### config.mk
export PLATFORM = sky130hd
export DESIGN_NAME = mux_2a1_cond
export DESIGN_NICKNAME = d
export VERILOG_FILES = /design/src/rtl/mux_2a1_cond.sv
export SDC_FILE = /design/constraint.sdc
export NUM_CORES = 1
export LEC_CHECK = 0
export ABC_AREA = 1
export CAP_MARGIN = 20
export CORE_MARGIN = 5
export CORE_UTILIZATION = 39
export DETAILED_ROUTE_END_ITERATION = 8
export GPL_TIMING_DRIVEN = 0
export HOLD_SLACK_MARGIN = 0.08
export PLACE_DENSITY_LB_ADDON = 0.2
export SLEW_MARGIN = 20
export SYNTH_ARGS = -nofsm -noshare
export SYNTH_HDL_FRONTEND = slang
export SYNTH_SLANG_ARGS = --single-unit
### constraint.sdc
create_clock -name clk2f -period 1.02 [get_ports clk2f]
set_input_delay 0.306 -clock clk2f [delete_from_list [all_inputs] [get_ports clk2f]]
set_output_delay 0.306 -clock clk2f [all_outputs]
set_load 0.005 [all_outputs]
### src/rtl/mux_2a1_cond.sv
// ----------------------------------------------------------------------------
// mux_2a1_cond
//   2:1 lane multiplexer. It merges two WIDTH-bit lanes, each running at word
//   rate f, into one WIDTH-bit stream at 2f. Each pair is emitted in the order
//   lane 0 word, then lane 1 word. The block runs on the single clock clk2f.
//   It generates the f-rate phase internally and exports it so the upstream
//   logic can align to it.
//
// Ports
//   clk2f         in   1      only clock of the block
//   reset         in   1      synchronous reset, active-high
//   data_in_0_c   in   WIDTH  lane 0 word
//   valid_in_0_c  in   1      lane 0 word valid
//   data_in_1_c   in   WIDTH  lane 1 word
//   valid_in_1_c  in   1      lane 1 word valid
//   data_out_c    out  WIDTH  merged stream word (IDLE_VAL in invalid slots)
//   valid_out_c   out  1      merged stream word valid
//   lane_id_c     out  1      source lane of the current data_out_c
//   phase_c       out  1      f-rate phase; upstream updates lanes while it is 1
// ----------------------------------------------------------------------------
module mux_2a1_cond #(
    parameter int               WIDTH    = 8,
    parameter logic [WIDTH-1:0] IDLE_VAL = 8'h00
) (
    input  logic             clk2f,
    input  logic             reset,
    input  logic [WIDTH-1:0] data_in_0_c,
    input  logic             valid_in_0_c,
    input  logic [WIDTH-1:0] data_in_1_c,
    input  logic             valid_in_1_c,
    output logic [WIDTH-1:0] data_out_c,
    output logic             valid_out_c,
    output logic             lane_id_c,
    output logic             phase_c
);

    // Slot encoding of the internal phase register.
    localparam logic [0:0] PH_SAMPLE = 1'b0;  // both lanes captured, lane 0 emitted
    localparam logic [0:0] PH_SECOND = 1'b1;  // held lane 1 word emitted

    logic [0:0]       ph_q,        ph_d;
    logic [WIDTH-1:0] hold_data_q, hold_data_d;
    logic             hold_vld_q,  hold_vld_d;
    logic [WIDTH-1:0] data_q,      data_d;
    logic             valid_q,     valid_d;
    logic             lane_q,      lane_d;

    // Next-state selection for the two output slots of each pair.
    always_comb begin
        ph_d        = ~ph_q;
        hold_data_d = hold_data_q;
        hold_vld_d  = hold_vld_q;
        data_d      = data_q;
        valid_d     = valid_q;
        lane_d      = lane_q;
        case (ph_q)
            PH_SAMPLE: begin
                // Lane 1 is captured together with lane 0. A change on lane 1
                // during the second slot therefore cannot corrupt this pair.
                valid_d     = valid_in_0_c;
                lane_d      = 1'b0;
                hold_data_d = data_in_1_c;
                hold_vld_d  = valid_in_1_c;
                if (valid_in_0_c) begin
                    data_d = data_in_0_c;
                end else begin
                    data_d = IDLE_VAL;
                end
            end
            PH_SECOND: begin
                // Lane inputs are deliberately ignored in this slot.
                valid_d = hold_vld_q;
                lane_d  = 1'b1;
                if (hold_vld_q) begin
                    data_d = hold_data_q;
                end else begin
                    data_d = IDLE_VAL;
                end
            end
            default: begin
                ph_d    = PH_SAMPLE;
                data_d  = IDLE_VAL;
                valid_d = 1'b0;
                lane_d  = 1'b0;
            end
        endcase
    end

    // State registers. A reset edge clears everything and drops any pending
    // lane 1 word, so the next pair is sampled on the first edge after release.
    always_ff @(posedge clk2f) begin
        if (reset) begin
            ph_q        <= PH_SAMPLE;
            hold_data_q <= {WIDTH{1'b0}};
            hold_vld_q  <= 1'b0;
            data_q      <= {WIDTH{1'b0}};
            valid_q     <= 1'b0;
            lane_q      <= 1'b0;
        end else begin
            ph_q        <= ph_d;
            hold_data_q <= hold_data_d;
            hold_vld_q  <= hold_vld_d;
            data_q      <= data_d;
            valid_q     <= valid_d;
            lane_q      <= lane_d;
        end
    end

    assign data_out_c  = data_q;
    assign valid_out_c = valid_q;
    assign lane_id_c   = lane_q;
    assign phase_c     = ph_q[0];

endmodule
After elaboration in Yosys (flattened, before gate mapping)
Index checks and enable logic that the tools add are counted.
W data, S select, Z words.
{ "totals": {"ff_bits": 20, "input_bits": 20, "out_inout_bits": 11, "elab_cells": 12} }
{ "classes": {"muxes": 5, "bitwise_logic": 1} }
{ "ops": {"columns": ["operator", "n"], "rows": [
  ["$mux W8", 2],
  ["$pmux W8 S2", 1],
  ["$pmux W1 S2", 2],
  ["$not A1 Y1", 1]
]} }

Longest topological paths before layout
Gate-level depths: netlist (run 1).
{ "logic_depth": {"word_depth": 2, "ltp_mapped": 5} }

Least setup slack after synthesis (run 1)
No wires, ideal clock.
{ "synth_path": {"path_type": "register -> register", "startpoint": "reg ph_q (netlist: phase_c)", "endpoint": "reg valid_q (netlist: valid_out_c)", "t_arrival_ns": 0.833, "required_ns": 0.962, "path_slack_ns": 0.129, "path_stages_with_launch": 6, "path_buffers": 2, "period_less_slack_ns": 0.891, "path_cell_list": "dfxtp_1 > buf_6 > nor2_8 > buf_8 > nand2_2 > nand2_1"} }
{ "synth_via": {"elab_chain_len": 2} }
{ "synth_lines": {"columns": ["item", "line", "text"], "rows": [
  ["from (decl)", "41", "logic [0:0] ph_q, ph_d;"],
  ["from (signal assigned)", "100", "ph_q <= ph_d;"],
  ["$not A1 Y1", null, null],
  ["$pmux W1 S2 *", "56", "case (ph_q)"],
  ["to (signal assigned)", "104", "valid_q <= valid_d;"],
  ["to (decl)", "45", "logic valid_q, valid_d;"]
]} }
Every way passes the cells marked *; elsewhere a longest branch is shown, timed or not.
A chain may end at the register's enable or synchronous reset.

Final worst setup path (run 1)
{ "layout_path": {"startpoint": "reg ph_q (netlist: phase_c)", "endpoint": "out phase_c"} }
{ "layout_rtl": {"columns": ["item", "line", "text"], "rows": [
  ["to (decl)", "34", "output logic phase_c"]
]} }
No word-level cell between the ends.

==> results of run 1 <==
==> logic make-up (layout without fill, tap and decap cells) <==
family                 after synthesis  in the layout  synth area share
and+or+nand+nor                     55             56            0.3774
buffers and inverters                6             40           0.05819
DFF                                 20             20            0.5644
==> Yosys cell counts <==
| master | n | area [µm²] |
|---|---|---|
| inv_2 | 2 | 7.510 |
| buf_1 | 1 | 3.750 |
| clkbuf_1 | 1 | 3.750 |
| nand3_1 | 8 | 40.04 |
| buf_6 | 1 | 11.26 |
| nand2_1 | 34 | 127.6 |
| nor2_4 | 1 | 11.26 |
| buf_8 | 1 | 15.01 |
| nand4_1 | 8 | 50.05 |
| dfxtp_1 | 20 | 400.4 |
| nor2_8 | 1 | 20.02 |
| nand2_2 | 3 | 18.77 |
==> timing repair <==
action / CTS / global route
cloned: 1 / 0
hold buffers: 0 / 0
pin swaps: 2 / 3
buffers inserted: 3 / 0
gates resized for setup: 47 / 4
setup endpoints to repair: 30 / 29
==> power groups by stage <==
stage | Combinational (mW) | Sequential (mW) | Clock (mW)
finish | 0.227 | 0.844 | 0.346
global route | 0.247 | 0.851 | 0.394
CTS | 0.232 | 0.843 | 0.371
detailed placement | 0.225 | 0.861 | 0
global placement | 0.222 | 0.860 | 0
floorplan | 0.0912 | 0.862 | 0
==> metal layers <==
layer	GRT usage	share of wire	vias to the layer above	wire [µm]
li1	-	-	334	-
met1	0.1500	0.45	267	684
met2	0.2025	0.46	20	699
met3	0.03134	0.087	2	132
met4	0.05106	0.0052	0	8
met5	0	0	-	0
==> worst paths after layout <==
check                           cells past startpoint                           to  slack [ns]                        start
worst max-delay path                                1                      phase_c       -0.01           phase_c$_SDFF_PP0_
worst min-delay path                                3       valid_out_c$_SDFF_PP0_        0.41                 valid_in_0_c
worst max register to register                      5  hold_data_q[5]$_SDFFE_PP0N_        0.04           phase_c$_SDFF_PP0_
worst min register to register                      2  hold_data_q[0]$_SDFFE_PP0N_        0.46  hold_data_q[0]$_SDFFE_PP0N_
==> registers in the layout, summed over array words and instances, names as in the netlist <==
name,cells
phase_c,1
lane_id_c,1
data_out_c,8
valid_out_c,1
hold_vld_q,1
hold_data_q,8
==> per-stage QoR <==
step	power, mW	cells	cell area (µm²)	setup TNS, ns	setup WS (ns)
detailed placement	1.086	135	1031	-8.376	-0.4410
finish	1.417	141	1044	-0.02075	-0.01040
floorplan	0.9531	81	709.4	0	0.1286
global placement	1.083	135	1031	-8.325	-0.4266
CTS	1.445	142	1045	-0.1412	-0.03145
global route	1.492	141	1044	-0.6799	-0.05368
==> final cells by class <==
type	count	area, µm²	area share
plain buffers	3	22.52	0.02158
clock buffers	3	22.52	0.02158
repair buffers	32	275.3	0.2638
well taps	25	31.28	0.02998
flip-flops and latches	20	405.4	0.3885
inverters	2	7.507	0.007194
multi-input cells	56	279.0	0.2674
==> summary.md, run 1 <==
| Metric | Value |
|---|---|
| Io pins | `31` |
| Total Die Area | `between 2000 and 3000 µm²` |
| Delay of the slowest critical-path stage | `~0.34 ns` |
| Tightest Pin Transition | `between 0.4 and 0.5 ns` |
| CP max stage cell | `dfxtp_2` |
| Core area | `1727 µm²` |
| Via count | `about 620` |
| Gpl congestion | `about 0.73` |
| Worst hold path class | `primary input to flip-flop` |
| Pint | `roughly 1.1 mW` |
| Syn avg cell area | `8.758 µm²` |
| Gr usage total | `0.1229` |
| Post-Route WL | `around 1500 µm` |
| Num rows | `15` |
| DRC Markers | `0` |
| Routed Antenna Nets | `0` |
| Clk buf depth | `2` |
| RSZ-0062 raised after global routing | `true` |
| Iter 0 DRT Violations | `4` |
| Crit path cell chain | `buf_6` |
| Net Switching | `roughly 0.33 mW` |
| Layout Skew | `0.003003 ns` |
| Commonest cells after routing, fill and taps aside | `34 x nand2_1, 17 x clkdlybuf4s50_1, 16 x dfxtp_1` |
| Die height | `52.65 µm` |
| Buf+Inv Stages, Crit Path | `1` |
| Final setup margin | `-0.01040 ns` |
| Failing checks | `negative setup slack` |
| Via-per-instance ratio | `between 4 and 5` |
| Max-Cap Viols | `0` |
| Max VDD drop | `0.6782 mV` |
| Comb power frac | `0.160` |
| Final setup violating endpoints | `5` |
| Most common cell after layout, fill and taps aside | `nand2_1` |
| Ys Warns | `0` |
| Hold WS | `a little over 0.4 ns` |
| Synthesized area | `~700 µm²` |
| Worst skew pair latency | `approximately 0.29 ns` |
| Setup CP Type | `flip-flop to output port` |
| Max-slew headroom | `0.7145` |
| Period utilization | `1.010` |
| TritonCTS clock tree | `built` |
| Switch share | `0.2300` |
| Finished Core Util | `0.6043` |
| Clock sink count | `20` |
| Synthesized net count | `about 100` |
| CTS H-tree depth | `1` |
| First-pass GRT wire length | `around 2600 µm` |
| Synth cell types | `12` |
| IO buf count | `29` |
| Total global routing overflow | `0` |
| Die width | `between 50 and 60 µm` |
| Register area share after synthesis | `0.5644` |
| Static leakage | `a little over 0.5 nW` |
| Outcome | `complete, but fails checks` |
| Initial antenna violation count | `0` |
| Share of cells above drive strength 1 | `0.2586` |
| CP Capture Type | `output port` |
| Clock power share | `0.244` |
| Initial Utilization | `0.4109` |
| Vias in the first global route | `~600` |
| Pre-Repair DR Iteration Count | `2` |
| Fill count | `between 150 and 200` |
| Diode count | `0` |
| Max Fanout on Critical Path | `2` |
| Final Hold Viols | `0` |
| WP data required | `slightly above 0.7 ns` |
| Root Driver | `clkbuf_4` |
| DP HPWL | `1085 µm` |
| PD cells | `between 1000 and 1500 nW/µm²` |
| Startpoint types | `flip-flop` |
| Largest net degree at the start of global routing | `11` |
| Delay-heaviest family, CP | `flip-flops` |
| Area Growth Syn to Fin | `47.09%` |
| Max Slew Vio Count | `0` |
| Highest clock rate | `970.5 MHz` |
| Register share of total power | `0.596` |
| Crit path DAT | `between 0.7 and 0.8 ns` |
| Minimum clock period | `1.030 ns` |
| Cells after Synth | `81` |
| CTS buffer count | `3` |
| Clock slew at reported path FFs | `around 0.10 ns` |
| #FFs+latches synth | `20` |
| Wire per inst | `10.82 µm` |
| Final nets | `between 100 and 150` |
Power figures use the tool's default switching activity.
==> inputs of run 2 (changes only) <==
--- a/config.mk
+++ b/config.mk
@@ -7,5 +7,5 @@
 export LEC_CHECK = 0
 export ABC_AREA = 1
-export CAP_MARGIN = 20
+export ABC_CLOCK_PERIOD_IN_PS = 1020
 export CORE_MARGIN = 5
 export CORE_UTILIZATION = 39
==> constraint.sdc (replaced) <==
create_clock -name clk2f -period 1.02 [get_ports clk2f]
set_input_delay 0.153 -clock clk2f [delete_from_list [all_inputs] [get_ports clk2f]]
set_output_delay 0.153 -clock clk2f [all_outputs]
set_load 0.005 [all_outputs]
==> summary.md, run 2 (synthesis results as in run 1) <==
| Metric | Value |
|---|---|
| Outcome | `completed` |
| Most common cell after layout, fill and taps aside | `nand2_1` |
| Gr usage total | `0.1176` |
| Commonest cells after routing, fill and taps aside | `34 x nand2_1, 17 x clkdlybuf4s50_1, 13 x dfxtp_1` |
| Diode count | `0` |
| Share of cells above drive strength 1 | `0.2069` |
| Delay-heaviest family, CP | `flip-flops` |
| Final setup violating endpoints | `0` |
| Period utilization | `0.9605` |
| Tot Pwr | `between 1 and 1.5 mW` |
| Gpl congestion | `roughly 0.73` |
| Max-Cap Viols | `0` |
| Max Slew Vio Count | `0` |
| Final nets | `138` |
| Initial Utilization | `0.4109` |
| Clock slew at reported path FFs | `approximately 0.10 ns` |
| DP HPWL | `1085 µm` |
| CP max stage cell | `dfxtp_2` |
| Root Driver | `clkbuf_4` |
| Comb power frac | `0.172` |
| Minimum clock period | `0.9797 ns` |
| Clock power share | `0.240` |
| Delay of the slowest critical-path stage | `approximately 0.34 ns` |
| Iter 0 DRT Violations | `9` |
| Via count | `about 630` |
| Layout Skew | `~0.0033 ns` |
| PD cells | `approximately 1300 nW/µm²` |
| Post-Route WL | `roughly 1500 µm` |
| Crit path DAT | `around 1.2 ns` |
| Num rows | `15` |
| Core area | `between 1500 and 2000 µm²` |
| TritonCTS clock tree | `built` |
| Register Area | `slightly above 400 µm²` |
| Flop-to-flop setup slack | `0.04 ns` |
| Max Fanout on Critical Path | `10` |
| Total global routing overflow | `0` |
| Highest clock rate | `1021 MHz` |
| Startpoint types | `flip-flop` |
| Die height | `between 50 and 60 µm` |
| Wire per inst | `between 10 and 15 µm` |
| Vias in the first global route | `roughly 570` |
| Final Hold Viols | `0` |
| Via-per-instance ratio | `between 4 and 5` |
| Clock sink count | `20` |
| Max VDD drop | `~0.7 mV` |
| Die width | `52.65 µm` |
| Worst hold path class | `primary input to flip-flop` |
| Buf+Inv Stages, Crit Path | `2` |
| Max-slew headroom | `0.7077` |
| CP Capture Type | `flip-flop` |
| Worst skew pair latency | `0.29 ns` |
| Tightest Pin Transition | `approximately 0.44 ns` |
| Io pins | `31` |
| Fill count | `about 170` |
| Initial antenna violation count | `0` |
| Total Die Area | `2772 µm²` |
| Net Switching | `roughly 0.33 mW` |
| Pint | `1.111 mW` |
| Largest net degree at the start of global routing | `11` |
| CTS buffer count | `3` |
| CTS H-tree depth | `1` |
| IO buf count | `29` |
| WP data required | `approximately 1.3 ns` |
| First-pass GRT wire length | `2435 µm` |
| Pre-Repair DR Iteration Count | `3` |
| Clk buf depth | `2` |
| Register share of total power | `0.588` |
| Switch share | `0.2277` |
| Footprint of the multi-input gates | `284.0 µm²` |
| Hold WS | `0.2608 ns` |
| DRC Markers | `0` |
| Routed Antenna Nets | `0` |
| Setup CP Type | `flip-flop to flip-flop` |
| Area Growth Syn to Fin | `58.55%` |
| Crit path cell chain | `buf_8 -> nor2_8 -> clkbuf_16 -> nand3_1 -> nand2_1` |
| Static leakage | `~0.52 nW` |
[run 2: layout make-up]
class | instances | area share
inverter | 2 | 0.006674
tap | 25 | 0.02781
sequential | 20 | 0.3637
timing repair buffer | 32 | 0.3092
buffer | 3 | 0.02002
clock buffer | 3 | 0.02002
multi-input combinational | 56 | 0.2525
[run 2: per-stage QoR]
stage / cell area, µm² / cells / TNS, ns / utilization / setup WS, ns
2_1_floorplan: 709.4 / 81 / 0 / - / 0.1286
3_3_place_gp: 1031 / 135 / -4.531 / 0.5971 / -0.2736
3_5_place_dp: 1031 / 135 / -4.544 / 0.5971 / -0.2880
4_1_cts: 1049 / 139 / -0.4654 / 0.6072 / -0.07275
5_1_grt: 1125 / 141 / -0.007977 / 0.6514 / -0.007755
6_report: 1125 / 141 / 0 / 0.6514 / 0.04028
[run 2: final timing paths]
| path | start | end | depth (start not counted) |
|---|---|---|---|
| max | phase_c$_SDFF_PP0_ | data_out_c[2]$_SDFF_PP0_ | 5 |
| min | valid_in_0_c | data_out_c[4]$_SDFF_PP0_ | 3 |
| max reg2reg | phase_c$_SDFF_PP0_ | data_out_c[2]$_SDFF_PP0_ | 5 |
| min reg2reg | hold_data_q[3]$_SDFFE_PP0N_ | hold_data_q[3]$_SDFFE_PP0N_ | 2 |
[run 2: metal layers]
layer | global-route usage | wire (µm) | up-vias
li1 | - | - | 338
met2 | 0.1818 | 722 | 20
met1 | 0.1517 | 689 | 267
met3 | 0.03134 | 106 | 2
met4 | 0.05106 | 12 | 0
met5 | 0 | 0 | -
[run 2: worst min-delay path: stages]
cell and delay (ns):
clkbuf_1 0.20, nand3_2 0.12, nand2_1 0.04
[run 2: power by group through the flow]
stage,Clock [mW],Sequential [mW],Combinational (mW)
after floorplan,0,0.862,0.0912
after global placement,0,0.860,0.222
after CTS,0.371,0.843,0.218
after global routing,0.393,0.852,0.269
final,0.345,0.846,0.248
after detailed placement,0,0.861,0.225
[run 2: repair_timing]
item                                    CTS  global route
endpoints found under the setup margin   11            26
cloned                                    0             2
hold buffers                              0             0
gates resized for setup                  12            23
pin swaps                                 1             3
setup buffers                             1             1
==> inputs of run 3 (changes only) <==
Settings changed: ABC_CLOCK_PERIOD_IN_PS 1020 to 1200, CORE_UTILIZATION 39 to 42.
Clock period 1.02 ns to 1.2 ns, I/O delays scaled along.
==> summary.md, run 3 (synthesis results as in run 1) <==
| Metric | Value |
|---|---|
| Post-route cell area | `around 1100 µm²` |
| PD cells | `~1200 nW/µm²` |
| Gpl congestion | `0.6741` |
| Clock slew at reported path FFs | `~0.1 ns` |
| CTS H-tree depth | `1` |
| Register Area | `402.9 µm²` |
| Setup TNS | `0 ns` |
| Minimum clock period | `1.104 ns` |
| Period utilization | `0.9202` |
| Post-Route WL | `around 1500 µm` |
| Final Hold Viols | `0` |
| Outcome | `completed` |
| Max-slew headroom | `0.7270` |
| Tightest Pin Transition | `0.4096 ns` |
| Crit path cell chain | `buf_4 -> buf_6 -> nor2_8 -> buf_8 -> nand2_2 -> nand2_1` |
| Root Driver | `clkbuf_4` |
| Routed Antenna Nets | `0` |
| Num rows | `14` |
| Layout Skew | `between 0.0006 and 0.0007 ns` |
| Via count | `620` |
| Max VDD drop | `approximately 0.90 mV` |
| DRC Markers | `0` |
| RSZ-0062 raised after global routing | `false` |
| Core area | `about 1600 µm²` |
| Worst hold path class | `primary input to flip-flop` |
| Gr usage total | `0.1237` |
| CP max stage cell | `dfxtp_2` |
| Delay of the slowest critical-path stage | `between 0.3 and 0.4 ns` |
| TritonCTS clock tree | `built` |
| CTS buffer count | `3` |
| Clk buf depth | `2` |
| Largest net degree at the start of global routing | `12` |
| Max Fanout on Critical Path | `10` |
| Hold path depth | `3` |
| Footprint of the multi-input gates | `around 270 µm²` |
| Commonest cells after routing, fill and taps aside | `34 x nand2_1, 18 x dfxtp_1, 18 x clkdlybuf4s50_1` |
| Area Growth Syn to Fin | `48.32%` |
| Fill count | `~140` |
| Initial antenna violation count | `0` |
| Pre-Repair DR Iteration Count | `4` |
| Vias in the first global route | `approximately 580` |
| Max Slew Vio Count | `0` |
| Max-Cap Viols | `0` |
| DP HPWL | `between 1000 and 1500 µm` |
| WP data required | `between 1 and 1.5 ns` |
| Setup CP Type | `flip-flop to flip-flop` |
| Via-per-instance ratio | `between 4 and 5` |
| Iter 0 DRT Violations | `4` |
| Clock sink count | `20` |
| Total Die Area | `around 2600 µm²` |
| Io pins | `31` |
| Post-Place Cell Area | `~1000 µm²` |
| Startpoint types | `flip-flop` |
| Most common cell after layout, fill and taps aside | `nand2_1` |
| Final setup violating endpoints | `0` |
| Highest clock rate | `about 910 MHz` |
| Initial Utilization | `0.4551` |
| First-pass GRT wire length | `between 2000 and 2500 µm` |
| Share of cells above drive strength 1 | `0.1391` |
| Total global routing overflow | `0` |
| CP Capture Type | `flip-flop` |
| Die width | `51.10 µm` |
| Static leakage | `between 0.5 and 0.6 nW` |
| Diode count | `0` |
| IO buf count | `29` |
| Worst skew pair latency | `0.29 ns` |
| Wire per inst | `roughly 11 µm` |
| R2R depth | `6` |
| Die height | `around 50 µm` |
| Crit path DAT | `between 1 and 1.5 ns` |
| Final nets | `around 140` |
==> run 3: cell types whose count changed in the layout (fill, tap and decap cells not counted), sizes merged <==
cell / delta
dlygate4sd2: +11
clkdlybuf4s15: -10
clkbuf: -1
clkdlybuf4s50: +1
dlymetal6s2s: -1
nor2: -1
==> run 3: path summary, 6_finish.rpt <==
| check | slack, ns | endpoint | start |
|---|---|---|---|
| setup reg to reg | 0.1 | hold_data_q[4]$_SDFFE_PP0N_ | phase_c$_SDFF_PP0_ |
| setup / recovery | 0.1 | hold_data_q[4]$_SDFFE_PP0N_ | phase_c$_SDFF_PP0_ |
| hold / removal | 0.28 | valid_out_c$_SDFF_PP0_ | valid_in_0_c |
| hold reg to reg | 0.45 | hold_data_q[7]$_SDFFE_PP0N_ | hold_data_q[7]$_SDFFE_PP0N_ |
==> run 3: repair_timing <==
action	in CTS	in global routing
buffers inserted	1	0
resized for setup	13	0
setup endpoints to repair	11	0
hold buffers	0	0
==> run 3: worst max-delay path: cells and delay by family, from the launching register on <==
kind	cells	cell delay, ns
flops	1	0.34
simple gates	3	0.30
buf+inv	3	0.43
==> run 3: per-stage QoR <==
stage	setup WS (ns)	total power, mW	instances	utilization	hold slack [ns]
final	0.09579	1.275	131	0.6750	0.2770
after global routing	0.01981	1.339	131	0.6750	0.2958
after CTS	0.08668	1.292	131	0.6750	0.2635
after detailed placement	-0.1196	0.9231	126	0.6541	0.4384
after global placement	-0.1123	0.9190	126	0.6541	0.4310
after floorplan	0.3086	0.8101	81	-	0.2733
==> run 3: layout make-up <==
cell class | count | area share
repair buffers | 30 | 0.2699
flip-flops and latches | 20 | 0.3829
well taps | 16 | 0.01902
plain buffers | 4 | 0.03210
clock buffers | 4 | 0.03448
inverters | 2 | 0.007134
multi-input cells | 55 | 0.2545
==> run 3: routing by layer <==
metal | up-vias | global-route usage | wire length, µm
met3 | 2 | 0.04651 | 141
met2 | 23 | 0.2296 | 689
met4 | 0 | 0.04036 | 8
li1 | 330 | - | -
met1 | 265 | 0.1268 | 612
met5 | - | 0 | 0
==> run 3: report_power, final <==
part / switching [mW] / total (mW) / internal (mW)
Sequential: 0.0151 / 0.718 / 0.703
Clock: 0.191 / 0.375 / 0.185
Combinational: 0.0787 / 0.181 / 0.103
Total: 0.284 / 1.27 / 0.990
